--- src/rtl/core_wbu_top.sv ---
// Write-back stage: accepts execute-stage result bundles, picks the destination
// data from one-hot source flags and drives the single GPR write port.
module core_wbu_top #(
  parameter int INSTRET_W = 64
) (
  input  logic                 clk,
  input  logic                 rst,
  input  logic                 wbu_rx_valid,
  output logic                 wbu_rx_ready,
  input  logic [31:0]          wbu_rx_exu_res,
  input  logic [31:0]          wbu_rx_pc,
  input  logic [31:0]          wbu_rx_pc_seq,
  input  logic [31:0]          wbu_rx_imme,
  input  logic [31:0]          wbu_rx_csr_rdata,
  input  logic                 wbu_rx_imme_valid,
  input  logic                 wbu_rx_pc_valid,
  input  logic                 wbu_rx_pc_seq_valid,
  input  logic                 wbu_rx_csr_valid,
  input  logic                 wbu_rx_alu_valid,
  input  logic [4:0]           wbu_rx_rd_idx,
  output logic                 gpr_wr_en,
  input  logic                 gpr_wr_ready,
  output logic [4:0]           gpr_wr_idx,
  output logic [31:0]          gpr_wr_data,
  output logic [INSTRET_W-1:0] wbu_instret,
  output logic                 wbu_sel_err
);

  typedef enum logic {S_IDLE, S_WRITE} state_t;

  state_t                 state_q, state_d;
  logic [4:0]             wr_idx_q, wr_idx_d;
  logic [31:0]            wr_data_q, wr_data_d;
  logic [INSTRET_W-1:0]   instret_q, instret_d;
  logic                   sel_err_q, sel_err_d;

  logic [4:0]  sel;
  logic        rx_ena;
  logic        wr_ena;
  logic        wr_need;
  logic        multi_sel;
  logic [31:0] rx_data;

  // Fixed priority: alu, csr, pc_seq, pc (+imme), imme.
  function automatic logic [31:0] pick_data(
    input logic [4:0]  s,
    input logic [31:0] exu_res,
    input logic [31:0] csr_rdata,
    input logic [31:0] pc_seq,
    input logic [31:0] pc,
    input logic [31:0] imme
  );
    logic [31:0] d;
    d = 32'd0;
    if (s[0])      d = exu_res;
    else if (s[1]) d = csr_rdata;
    else if (s[2]) d = pc_seq;
    else if (s[3]) d = pc + imme;
    else if (s[4]) d = imme;
    return d;
  endfunction

  assign sel = {wbu_rx_imme_valid, wbu_rx_pc_valid, wbu_rx_pc_seq_valid,
                wbu_rx_csr_valid, wbu_rx_alu_valid};

  assign gpr_wr_en    = (state_q == S_WRITE);
  assign wbu_rx_ready = (state_q == S_IDLE) || gpr_wr_ready;
  assign rx_ena       = wbu_rx_valid && wbu_rx_ready;
  assign wr_ena       = gpr_wr_en && gpr_wr_ready;
  assign wr_need      = (|sel) && (wbu_rx_rd_idx != 5'd0);
  // Clearing the lowest set bit leaves something only if two or more were set.
  assign multi_sel    = |(sel & (sel - 5'd1));
  assign rx_data      = pick_data(sel, wbu_rx_exu_res, wbu_rx_csr_rdata,
                                  wbu_rx_pc_seq, wbu_rx_pc, wbu_rx_imme);

  assign gpr_wr_idx  = wr_idx_q;
  assign gpr_wr_data = wr_data_q;
  assign wbu_instret = instret_q;
  assign wbu_sel_err = sel_err_q;

  always_comb begin
    state_d   = state_q;
    wr_idx_d  = wr_idx_q;
    wr_data_d = wr_data_q;
    instret_d = instret_q + INSTRET_W'(rx_ena);
    sel_err_d = sel_err_q | (rx_ena & multi_sel);
    case (state_q)
      S_IDLE: begin
        if (rx_ena && wr_need) begin
          wr_idx_d  = wbu_rx_rd_idx;
          wr_data_d = rx_data;
          state_d   = S_WRITE;
        end
      end
      S_WRITE: begin
        if (wr_ena) begin
          if (rx_ena && wr_need) begin
            wr_idx_d  = wbu_rx_rd_idx;
            wr_data_d = rx_data;
          end else begin
            state_d = S_IDLE;
          end
        end
      end
      default: state_d = S_IDLE;
    endcase
  end

  always_ff @(posedge clk or posedge rst) begin
    if (rst) begin
      state_q   <= S_IDLE;
      wr_idx_q  <= 5'd0;
      wr_data_q <= 32'd0;
      instret_q <= '0;
      sel_err_q <= 1'b0;
    end else begin
      state_q   <= state_d;
      wr_idx_q  <= wr_idx_d;
      wr_data_q <= wr_data_d;
      instret_q <= instret_d;
      sel_err_q <= sel_err_d;
    end
  end

endmodule

--- config.mk ---
export PLATFORM = sky130hd
export DESIGN_NAME = core_wbu_top
export DESIGN_NICKNAME = d
export VERILOG_FILES = /design/src/rtl/core_wbu_top.sv
export SDC_FILE = /design/constraint.sdc
export NUM_CORES = 1
export LEC_CHECK = 0
export ABC_CLOCK_PERIOD_IN_PS = 4400
export CORE_MARGIN = 2
export CORE_UTILIZATION = 49
export CTS_CLUSTER_SIZE = 28
export DETAILED_ROUTE_END_ITERATION = 7
export PLACE_DENSITY = 0.95
export RECOVER_POWER = 50
export SYNTH_ARGS = -nofsm -noshare
export SYNTH_HDL_FRONTEND = slang
export SYNTH_SLANG_ARGS = --single-unit
export TNS_END_PERCENT = 1
--- constraint.sdc ---
create_clock -name clk -period 4.4 [get_ports clk]
set_input_delay 0.44 -clock clk [delete_from_list [all_inputs] [get_ports clk]]
set_output_delay 0.44 -clock clk [all_outputs]
set_load 0.02 [all_outputs]
==> Flow_metrics.wiki <==
{| class="wikitable"
! Metric !! Value
|-
| Gpl congestion || 0.9634
|-
| Remaining max-slew budget at the tightest pin || -93.08%
|-
| Layout net count || 1341
|-
| Share of the synthesized area in the top cell type || 34.39%
|-
| Start-to-end type of the worst setup path || in2reg
|-
| Layout fillers || 1163
|-
| Max IR drop VDD || 0.0002199 V
|-
| Most area-consuming cells after synthesis || dfrtp_1 (34%), xnor2_1 (6.5%), ha_1 (5.5%)
|-
| Combined flip-flop and latch cell area || 2577 sq um
|-
| Power per Cell Area || 280.8 nW/um^2
|-
| Gate Count Post-Synth || 878
|-
| Number of flip-flops and latches in the synthesized netlist || 103
|-
| Data arrival time at the worst-slack endpoint || 3600 ps
|-
| Clock latency of the later-clocked register in the worst-skew pair || 350 ps
|-
| Number of global-route vias before repair || 8026
|-
| Total Routed Length || 26990 um
|-
| Count of final setup violators || 0
|-
| Post-layout power || 3.002 mW
|-
| Pin count of the biggest net entering global routing || 79
|-
| Die footprint || 16300 sq um
|-
| Cts hold-fix bufs || 0
|-
| Die W || 127.7 um
|-
| Ys Warns || 0
|-
| GRT Total Usage || 32.77%
|-
| Setup repair after global routing missed its margin || false
|-
| Clock-pin transition on the worst setup and hold timing paths || 70 ps
|-
| Residual antenna-violating net count after detailed routing || 0
|-
| Number of buffer cells added on primary ports || 277
|-
| Min Tclk post-route || 3362 ps
|-
| Number of CTS-inserted buffers || 9
|-
| Maximum operating frequency || 297.4 MHz
|-
| Sequential-to-total area share from yosys stat || 34.39%
|-
| Leading register cell type out of synthesis || dfrtp_1
|-
| Core utilization of the finished layout || 70.85%
|-
| Iter 0 DRT Violations || 659
|-
| Leakage component of the power || 4.372 nW
|-
| Cell chosen for the clock root || clkbuf_16
|-
| HPWL Detailed || 20820 um
|-
| Worst Setup Slack post-DPL || 903.3 ps
|-
| Hold violation total from the final report || 0
|-
| H-tree level count || 3
|-
| PnR worst setup slack || 1038 ps
|-
| Avg Inst Size Synth || 8.536 sq um
|-
| Starting density of the core || 49.67%
|-
| Routed wirelength normalized by instance count || 20.35 um
|-
| Initial antenna violation count || 0
|-
| Hold wc startpoint || gpr_wr_idx[4]
|-
| Async set or reset register ratio after synthesis || 100.0%
|-
| Antenna Diode Count || 0
|-
| Number of cells upsized or downsized after cts || 0
|-
| Period Utilization, post-route || 76.42%
|-
| Post-synth top area cell || dfrtp_1
|-
| Status || complete, but fails checks
|-
| Startpoint of the most critical setup path || gpr_wr_ready
|-
| Type of the worst min-delay path || reg2reg
|-
| Number of sinks driven by the clock tree || 103
|-
| Syn-to-layout area delta || 42.65%
|-
| Maximum clock insertion buffer count || 2
|-
| TritonCTS clock tree || yes
|-
| Max-cap violation count || 2
|-
| Endpoint class of the critical path || register
|-
| I/O pins || 278
|-
| Worst-case hold slack || 474.0 ps
|-
| Fraction of layout cells with a size suffix above 1 || 5.712%
|-
| Number of pins with negative max-slew slack in the final report || 116
|-
| DRC violation count after routing || 0
|-
| Multi-input gate area in the final layout || 4637 sq um
|-
| Global-route congestion overflow total || 0
|-
| Number of flops mapped to enable cells by yosys || 0
|-
| Startpoint types || input pin
|-
| Number of vias after detailed routing || 8282
|-
| Number of placement rows || 45
|-
| Violations in the final reports || max-capacitance violations, max-slew violations
|-
| Critical path data required time || 4630 ps
|-
| Total negative setup slack || 0 ps
|-
| Least-Margin Pin Slew || 2893 ps
|-
| Global-route wire length before repair || 42200 um
|-
| Source of the worst register-to-register timing path || gpr_wr_en
|-
| First-pass iteration count of the detailed router || 5
|-
| Clock skew || 9.021 ps
|-
| Post-Syn Area || 7495 sq um
|-
| Vias per cell || 6.246
|-
| Std-Cell Core Area || 15090 sq um
|-
| Syn_nets || 1086
|-
| Post-CTS repair timing setup buffer count || 0
|-
| Largest fanout on the critical path || 8
|-
| Vertical die dimension || 127.7 um
|-
| Unique cell type count in the Yosys netlist || 78
|}
[cell type report]
| cell class | count | share of cell area [%] |
|---|---|---|
| clock inverter | 5 | 0.5968 |
| multi-input combinational | 708 | 43.37 |
| tap | 188 | 2.200 |
| clock buffer | 11 | 2.270 |
| sequential | 103 | 24.11 |
| timing repair buffer | 290 | 26.72 |
| inverter | 21 | 0.7373 |
[cell usage after synthesis, types with 7 or more instances]
cell,number
nand2_1,94
and2_1,10
nand3_1,40
a22oi_1,18
a21o_1,8
inv_1,21
nor3_1,13
nand4_1,17
buf_2,8
and4_1,9
a211oi_1,8
o211ai_1,19
xor2_1,28
clkbuf_1,30
nor2_1,62
and3_1,12
dfrtp_1,103
o221ai_1,9
ha_1,33
a21oi_1,76
a31oi_1,7
xnor2_1,56
o21ai_0,78
[per-layer routing]
metal	track usage, %	share of wire (%)	up-vias
met5	0	0	-
met4	12.22	3.2	0
met3	5.050	9.3	75
met2	56.09	49	531
met1	42.02	39	3938
li1	-	-	3738
[path summary, 6_finish.rpt]
check | cells after the start | slack [ps] | endpoint
max | 11 | 1040 | wbu_instret[42]
min | 2 | 470 | gpr_wr_idx[4]
max reg2reg | 10 | 1300 | wbu_instret[42]
min reg2reg | 2 | 470 | gpr_wr_idx[4]
max in group asynchronous | 2 | 1180 | wbu_instret[45]
min in group asynchronous | 2 | 1590 | wbu_instret[10]
[state kept, by name (all words and copies together) (netlist names)]
name         count
gpr_wr_data     32
gpr_wr_idx       5
gpr_wr_en        1
wbu_instret     64
wbu_sel_err      1
[worst max-delay path: stages]
cell and delay [ps]:
dlygate4sd3_1 520, nand2b_1 150, and2_0 260, ha_1 250, ha_1 220, and3_4 220
nor2b_1 470, and4_1 520, and2_4 280, nand4_4 120, xnor2_2 140
[cells in the final DEF, fill, tap and decap left out, types with 6 or more instances in the layout]
cell type,count
xnor2_1,56
and2_1,9
nand3_1,40
a21oi_1,75
buf_4,12
o21a_1,6
dfrtp_1,103
o21ai_0,78
clkbuf_16,9
nor2_1,62
xor2_1,28
nand4_1,17
a221oi_1,6
nor2b_1,6
a21o_1,8
dlygate4sd3_1,47
a31oi_1,7
and4_1,9
a22oi_1,18
a211oi_1,8
nand2_1,94
inv_1,21
o211ai_1,19
and3_1,12
nor3_1,13
clkdlybuf4s50_1,228
ha_1,33
o221ai_1,9
o31ai_1,6
[cell families after synthesis]
logic type	Yosys count	share of synthesized area [%]
muxes	9	1.269
xor gates and xnor gates	85	10.03
DFF	103	34.39
buffers and inverters	67	3.890
and+or+nand+nor	299	20.80
AOI/OAI and AO/OA	281	23.84
adders and majority gates	34	5.776
[metrics by stage]
step | std cells | area (sq um)
after floorplan | 878 | 7495
after global placement | 1310 | 10390
after detailed placement | 1310 | 10390
after CTS | 1326 | 10700
after global routing | 1326 | 10690
final | 1326 | 10690
[power by group]
part           internal, mW  switching (mW)  total (mW)
clock                 0.463           0.385       0.848
sequential             1.04          0.0720        1.11
combinational         0.477           0.564        1.04
Power figures use the tool's default switching activity.
